--- src/rtl/usonic_pkg.sv ---
`default_nettype none
// ============================================================================
// Module      : usonic_pkg
// Description : Shared state encoding, parameter defaults and width helper
//               for the ultrasonic transmit scheduler.
// Revision    : 1.0 - initial release
// ============================================================================
package usonic_pkg;

    localparam int c_DEF_NUM_CH        = 4;
    localparam int c_DEF_HALF_PERIOD   = 512;
    localparam int c_DEF_BURST_PULSES  = 32;
    localparam int c_DEF_LISTEN_CYCLES = 560000;

    typedef enum logic [1:0] {
        S_IDLE   = 2'd0,
        S_SELECT = 2'd1,
        S_BURST  = 2'd2,
        S_LISTEN = 2'd3
    } usonic_state_t;

    // Counter width able to hold 0..n-1, never narrower than one bit.
    function automatic int cnt_w(input int n);
        return (n <= 1) ? 1 : $clog2(n);
    endfunction

endpackage
`default_nettype wire

--- src/rtl/usonic_carrier_gen.sv ---
`default_nettype none
// ============================================================================
// Module      : usonic_carrier_gen
// Description : Half-period / pulse counting for one carrier burst. carrier
//               is the level the selected p line must take on the next cycle.
// Revision    : 1.0 - initial release
// ============================================================================
module usonic_carrier_gen
    import usonic_pkg::*;
#(
    parameter int HALF_PERIOD  = c_DEF_HALF_PERIOD,
    parameter int BURST_PULSES = c_DEF_BURST_PULSES
) (
    input  logic CLK_40,
    input  logic RST_N,
    input  logic run,
    output logic carrier,
    output logic burst_last
);

    localparam int HW = cnt_w(HALF_PERIOD);
    localparam int PW = cnt_w(BURST_PULSES);
    localparam logic [HW-1:0] c_HALF_LAST  = HW'(HALF_PERIOD - 1);
    localparam logic [PW-1:0] c_PULSE_LAST = PW'(BURST_PULSES - 1);

    logic [HW-1:0] r_half_cnt;
    logic [PW-1:0] r_pulse_cnt;
    logic          r_low;
    logic          w_half_end;
    logic          w_pulse_end;

    assign w_half_end  = (r_half_cnt == c_HALF_LAST);
    assign w_pulse_end = (r_pulse_cnt == c_PULSE_LAST);

    // Counters describe the current burst cycle; all zero while not running
    // so the first burst cycle always starts a fresh high half.
    always_ff @(posedge CLK_40 or negedge RST_N) begin
        if (!RST_N) begin
            r_half_cnt  <= '0;
            r_pulse_cnt <= '0;
            r_low       <= 1'b0;
        end else if (!run) begin
            r_half_cnt  <= '0;
            r_pulse_cnt <= '0;
            r_low       <= 1'b0;
        end else if (w_half_end) begin
            r_half_cnt <= '0;
            r_low      <= ~r_low;
            if (r_low && !w_pulse_end) begin
                r_pulse_cnt <= r_pulse_cnt + PW'(1);
            end
        end else begin
            r_half_cnt <= r_half_cnt + HW'(1);
        end
    end

    assign carrier    = !run ? 1'b1 : (w_half_end ? r_low : ~r_low);
    assign burst_last = run && r_low && w_half_end && w_pulse_end;

endmodule
`default_nettype wire

--- src/rtl/usonic_tx_scheduler.sv ---
`default_nettype none
// ============================================================================
// Module      : usonic_tx_scheduler
// Description : Sweeps masked transducer channels: one carrier burst per
//               channel followed by an echo-listen window, single or continuous.
// Revision    : 1.0 - initial release
// ============================================================================
module usonic_tx_scheduler
    import usonic_pkg::*;
#(
    parameter int NUM_CH        = c_DEF_NUM_CH,
    parameter int HALF_PERIOD   = c_DEF_HALF_PERIOD,
    parameter int BURST_PULSES  = c_DEF_BURST_PULSES,
    parameter int LISTEN_CYCLES = c_DEF_LISTEN_CYCLES
) (
    input  logic                      CLK_40,
    input  logic                      RST_N,
    input  logic                      EN,
    input  logic                      MODE_CONT,
    input  logic                      START,
    input  logic [NUM_CH-1:0]         CH_MASK,
    output logic [2*NUM_CH-1:0]       pulseOutput,
    output logic [$clog2(NUM_CH)-1:0] CH_SEL,
    output logic                      TX_ACTIVE,
    output logic                      LISTEN,
    output logic                      FRAME_DONE,
    output logic                      BUSY
);

    localparam int SW = $clog2(NUM_CH);
    localparam int LW = cnt_w(LISTEN_CYCLES);
    localparam logic [LW-1:0] c_LISTEN_LAST = LW'(LISTEN_CYCLES - 1);

    usonic_state_t       r_state;
    usonic_state_t       w_state_nxt;
    logic [NUM_CH-1:0]   r_pending;
    logic [NUM_CH-1:0]   w_pending_nxt;
    logic [SW-1:0]       r_ch_sel;
    logic [SW-1:0]       w_ch_sel_nxt;
    logic [LW-1:0]       r_listen_cnt;
    logic [LW-1:0]       w_listen_cnt_nxt;
    logic [2*NUM_CH-1:0] r_pulse;
    logic [2*NUM_CH-1:0] w_pulse_nxt;
    logic                r_tx_active;
    logic                r_listen;
    logic                r_frame_done;
    logic                r_busy;
    logic                w_run;
    logic                w_carrier;
    logic                w_burst_last;
    logic                w_listen_last;

    assign w_run         = (r_state == S_BURST);
    assign w_listen_last = (r_listen_cnt == c_LISTEN_LAST);

    usonic_carrier_gen #(
        .HALF_PERIOD  (HALF_PERIOD),
        .BURST_PULSES (BURST_PULSES)
    ) u_carrier_gen (
        .CLK_40     (CLK_40),
        .RST_N      (RST_N),
        .run        (w_run),
        .carrier    (w_carrier),
        .burst_last (w_burst_last)
    );

    always_ff @(posedge CLK_40 or negedge RST_N) begin
        if (!RST_N) begin
            r_state <= S_IDLE;
        end else begin
            r_state <= w_state_nxt;
        end
    end

    always_comb begin
        w_state_nxt   = r_state;
        w_pending_nxt = r_pending;
        w_ch_sel_nxt  = r_ch_sel;
        if (!EN) begin
            w_state_nxt   = S_IDLE;
            w_pending_nxt = '0;
        end else begin
            case (r_state)
                S_IDLE: begin
                    if ((CH_MASK != '0) && (MODE_CONT || START)) begin
                        w_pending_nxt = CH_MASK;
                        w_state_nxt   = S_SELECT;
                    end
                end
                S_SELECT: begin
                    // Descending scan so the lowest pending index wins.
                    for (int i = NUM_CH - 1; i >= 0; i--) begin
                        if (r_pending[i]) begin
                            w_ch_sel_nxt = SW'(i);
                        end
                    end
                    w_pending_nxt = r_pending & (r_pending - NUM_CH'(1));
                    w_state_nxt   = S_BURST;
                end
                S_BURST: begin
                    if (w_burst_last) begin
                        w_state_nxt = S_LISTEN;
                    end
                end
                S_LISTEN: begin
                    if (w_listen_last) begin
                        if (r_pending != '0) begin
                            w_state_nxt = S_SELECT;
                        end else if (MODE_CONT && (CH_MASK != '0)) begin
                            w_pending_nxt = CH_MASK;
                            w_state_nxt   = S_SELECT;
                        end else begin
                            w_state_nxt = S_IDLE;
                        end
                    end
                end
                default: begin
                    w_state_nxt   = S_IDLE;
                    w_pending_nxt = '0;
                end
            endcase
        end
    end

    // Outputs are precomputed from the next state so each one is a flop.
    always_comb begin
        w_listen_cnt_nxt = '0;
        if ((w_state_nxt == S_LISTEN) && (r_state == S_LISTEN)) begin
            w_listen_cnt_nxt = r_listen_cnt + LW'(1);
        end
        w_pulse_nxt = '0;
        if (w_state_nxt == S_BURST) begin
            for (int c = 0; c < NUM_CH; c++) begin
                if (w_ch_sel_nxt == SW'(c)) begin
                    w_pulse_nxt[2*c +: 2] = {~w_carrier, w_carrier};
                end
            end
        end
    end

    always_ff @(posedge CLK_40 or negedge RST_N) begin
        if (!RST_N) begin
            r_pending    <= '0;
            r_ch_sel     <= '0;
            r_listen_cnt <= '0;
            r_pulse      <= '0;
            r_tx_active  <= 1'b0;
            r_listen     <= 1'b0;
            r_frame_done <= 1'b0;
            r_busy       <= 1'b0;
        end else begin
            r_pending    <= w_pending_nxt;
            r_ch_sel     <= w_ch_sel_nxt;
            r_listen_cnt <= w_listen_cnt_nxt;
            r_pulse      <= w_pulse_nxt;
            r_tx_active  <= (w_state_nxt == S_BURST);
            r_listen     <= (w_state_nxt == S_LISTEN);
            r_frame_done <= (w_state_nxt == S_LISTEN) && (w_listen_cnt_nxt == c_LISTEN_LAST);
            r_busy       <= (w_state_nxt != S_IDLE);
        end
    end

    assign pulseOutput = r_pulse;
    assign CH_SEL      = r_ch_sel;
    assign TX_ACTIVE   = r_tx_active;
    assign LISTEN      = r_listen;
    assign FRAME_DONE  = r_frame_done;
    assign BUSY        = r_busy;

endmodule
`default_nettype wire

--- config.mk ---
export PLATFORM = sky130hd
export DESIGN_NAME = usonic_tx_scheduler
export DESIGN_NICKNAME = d
export VERILOG_FILES = /design/src/rtl/usonic_pkg.sv /design/src/rtl/usonic_carrier_gen.sv /design/src/rtl/usonic_tx_scheduler.sv
export SDC_FILE = /design/constraint.sdc
export NUM_CORES = 1
export LEC_CHECK = 0
export ABC_AREA = 1
export CAP_MARGIN = 30
export CORE_ASPECT_RATIO = 0.6
export CORE_UTILIZATION = 54
export CTS_CLUSTER_DIAMETER = 40
export DETAILED_ROUTE_END_ITERATION = 8
export GPL_TIMING_DRIVEN = 0
export PLACE_DENSITY_LB_ADDON = 0.12
export SYNTH_ARGS = -nofsm -noshare
export SYNTH_HDL_FRONTEND = slang
export SYNTH_SLANG_ARGS = --single-unit
--- constraint.sdc ---
create_clock -name CLK_40 -period 2.7 [get_ports CLK_40]
set_input_delay 0.405 -clock CLK_40 [delete_from_list [all_inputs] [get_ports CLK_40]]
set_output_delay 0.405 -clock CLK_40 [all_outputs]
set_load 0.01 [all_outputs]
Word level (Yosys, flattened, before mapping)
Cells that the tools add are included.

Bits of input ports: 9. Register bits: 55. Output and inout port bits: 14. Logic and storage cells: 89.

Muxes and demuxes: 34. Bitwise gates (word level): 3. $add $sub $neg: 4. Eq/ne operators: 19. Reductions and logical operators: 17.

Operator list (count): == test 20 bit (second input constant) (2); 2-to-1 mux 2 bit (14); adder 20 x 1 -> 20 bit (second input constant) (1); 2-to-1 mux 20 bit (1); 2-to-1 mux 4 bit (5); 2-to-1 mux 9 bit (2); 2-to-1 mux 5 bit (3); == test 2 bit (second input constant) (6); inequality test 3 bit (second input constant) (4); case mux 4 bit (3 select lines) (1); adder 9 x 1 -> 9 bit (second input constant) (1); == test 9 bit (second input constant) (1); logical AND 1 bit (8); 2-to-1 mux 8 bit (1); case mux 2 bit (4 select lines) (1); nonzero test 4 bit (2); 2-to-1 mux 1 bit (6); adder 5 x 1 -> 5 bit (second input constant) (1); == test 5 bit (second input constant) (1); AND reduction 5 bit (1); AND 4 bit (1); == test 2 x 1 -> 1 bit (second input constant) (2); zero test 2 bit (2); inequality test 2 bit (second input constant) (2); 7 further kinds (8).

Longest topological paths before layout
Depth after elaboration: 12. Depth in mapped cells: 19. Mapped depth without buffers: 19.

Hierarchy
From an unflattened synthesis, not the netlist that was laid out.

Cells, all modules: 373. Area, all modules: 3010.4 sq um.

By module, submodules not included: usonic_tx_scheduler (area an instance 2245.9 sq um, times used 1, cells each 282, seq. area each 1001.0 sq um); usonic_carrier_gen (area an instance 764.5 sq um, times used 1, cells each 91, seq. area each 375.4 sq um).

Least setup slack after synthesis
No wires, ideal clock.

Kind: reg-to-reg. Start point: register u_carrier_gen.r_half_cnt[0]. End point: register r_frame_done, in the netlist FRAME_DONE. Stages on the path, launching flop included: 19. Slack: 0.560 ns. Data arrival time: 2.025 ns. Setup time: 0.115 ns. Buffers on the path: 1. Required time: 2.585 ns. Cell sequence: dfrtp_1 ha_1 nand2_1 nor3_1 nand3_1 nor2_1 ha_1 nand2_1 inv_1 nand2_1 nand2_1 a21oi_1 nand2_2 nand4_2 buf_6 a21oi_1 nor2_1 nand2_1 nor2_1.

Longest elaborated chain between the ends: 11.

Ends and longest elaborated chain: from (decl) (line usonic_carrier_gen.sv:26) `logic [HW-1:0] r_half_cnt;`; from (signal assigned) (line usonic_carrier_gen.sv:53) `r_half_cnt <= r_half_cnt + HW'(1);`; == test 9 bit (*) (line usonic_carrier_gen.sv:32) `assign w_half_end = (r_half_cnt == c_HALF_LAST);`; logical AND 1 bit (*) (2 in a row) (line usonic_carrier_gen.sv:58) `assign burst_last = run && r_low && w_half_end && w_pulse_end;`; 2-to-1 mux 2 bit (*) (line usonic_tx_scheduler.sv:101) `if (w_burst_last) begin`; case mux 2 bit (4 select lines) (*) (line usonic_tx_scheduler.sv:83) `case (r_state)`; 2-to-1 mux 2 bit (*) (line usonic_tx_scheduler.sv:79) `if (!EN) begin`; == test 2 bit (*) (line usonic_tx_scheduler.sv:128, usonic_tx_scheduler.sv:158); logical AND 1 bit (line usonic_tx_scheduler.sv:128) `if ((w_state_nxt == S_LISTEN) && (r_state == S_LISTEN)) begin`; 2-to-1 mux 20 bit (line usonic_tx_scheduler.sv:128); == test 20 bit (line usonic_tx_scheduler.sv:158) `r_frame_done <= (w_state_nxt == S_LISTEN) && (w_listen_cnt_nxt == c_LISTEN_LAST);`; logical AND 1 bit (*) (line usonic_tx_scheduler.sv:158); to (signal assigned) (line usonic_tx_scheduler.sv:158); to (decl) (line usonic_tx_scheduler.sv:46) `logic r_frame_done;`.

Mark *: on every way between the ends. The rest lies on a longest branch, timed or not. A chain may end at the register's enable or synchronous reset.

Worst setup path in the final report
Same ends and word-level chain as after synthesis.

==> impl_metrics.toml <==
[worst_setup_path]
rrSetupSlack_ns = 0.25
arrival_ns = 2.65
crit_chain = "ha_1 -> nand2_1 -> nor3_4 -> nand3_1 -> nor2_1 -> ha_1 -> nand2_1 -> inv_1 -> nand2_1 -> nand2_1 -> a21oi_1 -> nand2_2 -> nand4_2 -> buf_6 -> a21oi_1 -> nor2_1 -> nand2_1 -> nor2_1"
r2r_cells = 18
r2r-end = "FRAME_DONE"
slowest_stage = "dfrtp_1"
endpoint = "FRAME_DONE"
cp_max_fo = 10
cp_num_buf_inv = 2
critPathTopFamily = "simple AND/OR/NAND/NOR gates"
cp_num_cells = 18
end_kind = "flip-flop"
worst_setup_path_start_kind = "flip-flop"
timing.rr.start = "u_carrier_gen.r_half_cnt[0]"
worstSetupPathType = "reg -> reg"
critical_path_required_ns = 2.90
crit_start = "u_carrier_gen.r_half_cnt[0]"
crit_top_cell = "nand2_1"
cpPeakStageDelay_ns = 0.38

[synth]
ys_seq_elements = 55
syn_area_sq_um = 2875
postSynthCellCount = 353
yosys_warnings = 0
muxShareOfSynthArea_pct = 0
ys_seq_area_share_pct = 47.87
synth_nets = 372
synthXorXnorAreaFrac_pct = 2.742
synth_top_family_by_area = "simple AND/OR/NAND/NOR gates"
synthAdderAreaFrac_pct = 4.352
synth_area_per_cell_sq_um = 8.145
synth_compound_area_share_pct = 7.702
yosys.area_share.simple_pct = 29.33
synth_cell_types = 32

[clocking]
post_cts_buffers = 0
htree_levels = 2
clockBufferDepth = 2
clk_pin_slew_ns = 0.10
root_buffer = "clkbuf_8"
cts_tree = "yes"
clkLatencyLatePin_ns = 0.30
cts-resized-gates = 0
hold_buffers = 0
cts.sinks = 55
cts_buffers = 5

[sta]
hold_viol = 0
hold_slack_ns = 0.04821
period_share_pct = 90.87
slew_headroom_pct = 68.01
max_freq_mhz = 407.6
min_period_ns = 2.453
fin_ws_ns = 0.2465
drv_slew = 0
fin_setup_tns_ns = 0
rsz0062_at_grt = "false"
skew_ns = 0.009461
setup_violations = 0
tightestPinTransition_ns = 0.4799

[power_and_ir_drop]
leakage_nw = 1.546
powerDensity_nw_per_um2 = 602.0
pwr-share-seq_pct = 48.1
power_frac_clock_pct = 24.6
swShare_pct = 32.62
power.internal_mw = 1.340
p_sw_mw = 0.6489
max-vdd-ir-drop_mv = 0.3170
p_comb_share_pct = 27.3

[finish]
final_layout_size_suffix_gt1_share_pct = 8.333
fill_cells = 455
multi_input_area_sq_um = 1280
seq_area_sq_um = 1376
nNetsFinal = 402
area_delta_synth_final_pct = 14.93
finalInstanceArea_sq_um = 3304
antennaDiodeCount = 0
stdcell_count = 450

[global_route]
grt_max_degree = 37
grtUsageTotal_pct = 24.23
grt_pass1_wl_mm = 10.23
antenna_found_initial = 0
grt-ovfl-total = 0
grt_pass1_vias = 2176

[place]
place_inst = 442
dpl.hpwl_mm = 4.612
pre_cts_ws_ns = 0.1319
gp_congestion = 0.8261
io_buffers = 22
dpl_cell_area_sq_um = 3193

[job]
cap_viol_max_count = 0

[floorplanning]
rows = 20
dieHeight_microns = 58.52
initial_core_util_pct = 56.60
die_area_sq_um = 5630
die_w_microns = 96.21
coreArea_sq_um = 5080
ios = 23

[detailed_routing]
routed_wl_mm = 5.935
wire_per_inst_microns = 13.19
vias = 2342
drtIter0Drc = 137
dr.pass1.iters = 4
drc = 0
postRouteAntennaNets = 0
vias_per_cell = 5.204

[worst_hold_path]
hp-class = "in -> async"

[run_status]
status = "completed"
==> layout make-up <==
class,instances,share of cell area [%]
Inverter,56,6.361
Timing Repair Buffer,23,7.119
Clock buffer,8,3.029
Buffer,3,0.6058
Sequential cell,55,41.65
Tap cell,66,2.499
Multi-Input combinational cell,239,38.74
==> through the flow <==
step                utilization (%)  total power [mW]
floorplan                         -             1.304
detailed placement            62.86             1.512
global route                  65.05             2.125
CTS                           64.83             2.001
global placement              62.56             1.488
finish                        65.05             1.989
==> state kept, by name (all words and copies together) (netlist names), 2 cells and up <==
register	cells
r_listen_cnt	20
CH_SEL	2
r_state	2
u_carrier_gen.r_half_cnt	9
r_pending	4
pulseOutput	8
u_carrier_gen.r_pulse_cnt	5
==> synthesized netlist by cell type <==
library cell | n | area share [%]
a21oi_1 | 15 | 2.6
a21oi_2 | 1 | 0.30
a22oi_1 | 2 | 0.52
a31oi_1 | 2 | 0.44
a32oi_1 | 1 | 0.30
buf_2 | 1 | 0.17
buf_6 | 1 | 0.39
clkbuf_1 | 1 | 0.13
dfrtp_1 | 55 | 48
ha_1 | 10 | 4.4
inv_1 | 56 | 7.3
nand2_1 | 63 | 8.2
nand2_2 | 5 | 1.1
nand3_1 | 15 | 2.6
nand3_2 | 3 | 1.0
nand3_4 | 1 | 0.61
nand4_1 | 6 | 1.3
nand4_2 | 1 | 0.44
nor2_1 | 59 | 7.7
nor2_2 | 3 | 0.65
nor2_4 | 3 | 1.2
nor3_1 | 13 | 2.3
nor3_2 | 2 | 0.70
nor3b_1 | 5 | 1.3
o211ai_1 | 1 | 0.26
o21ai_0 | 15 | 2.6
o21ai_1 | 1 | 0.17
o22ai_1 | 1 | 0.22
o31ai_1 | 1 | 0.26
or2_2 | 1 | 0.22
xnor2_1 | 1 | 0.30
xor2_1 | 8 | 2.4
==> worst min-delay path by stage <==
stage | endpoint | slack (ns)
6_report | r_listen_cnt[9] | 0.05
5_1_grt | r_pending[3] | 0.07
4_1_cts | r_pending[3] | 0.06
3_5_place_dp | pulseOutput[0] | 0.39
3_3_place_gp | u_carrier_gen.r_half_cnt[0] | 0.45
2_1_floorplan | BUSY | 0.11
==> power groups by stage <==
stage               logic (mW)  registers [mW]  clock network (mW)
finish                   0.543           0.957               0.489
global route             0.614           0.967               0.544
CTS                      0.543           0.956               0.502
detailed placement       0.539           0.973                   0
global placement         0.519           0.969                   0
floorplan                0.323           0.981                   0
==> cell families (layout without fill, tap and decap cells) <==
| family | Yosys count | count (layout) |
|---|---|---|
| and+or+nand+nor | 180 | 180 |
| AOI/OAI and AO/OA | 40 | 40 |
| DFF | 55 | 55 |
| adders and majority gates | 10 | 10 |
| buffers and inverters | 59 | 90 |
| xor gates and xnor gates | 9 | 9 |
==> metal layers <==
layer,wire (microns),vias to the layer above,track usage (%)
met5,0,-,0
met4,43,0,3.838
met3,359,6,6.202
met2,2331,57,33.94
met1,3200,1095,38.21
li1,-,1184,-
==> placed cells by master (no fill, tap or decap), drive strengths merged <==
cell           instances
inv                   56
nand4                  7
buf                    4
xnor2                  1
o21ai                 16
o211ai                 1
a32oi                  1
clkbuf                 9
or2                    1
a31oi                  2
clkdlybuf4s50         21
o22ai                  1
nand2                 68
dfrtp                 55
a21oi                 16
nor3                  15
a22oi                  2
ha                    10
nand3                 19
xor2                   8
o31ai                  1
nor3b                  5
nor2                  65
==> worst reg2reg max path, delay by kind of cell, from the launching register on <==
family / cells / cell delay [ns]
simple gates: 12 / 1.11
flops: 1 / 0.38
fa+ha+maj: 2 / 0.37
buf+inv: 2 / 0.26
compound gates: 2 / 0.22
(Power assumes the default switching activity.)
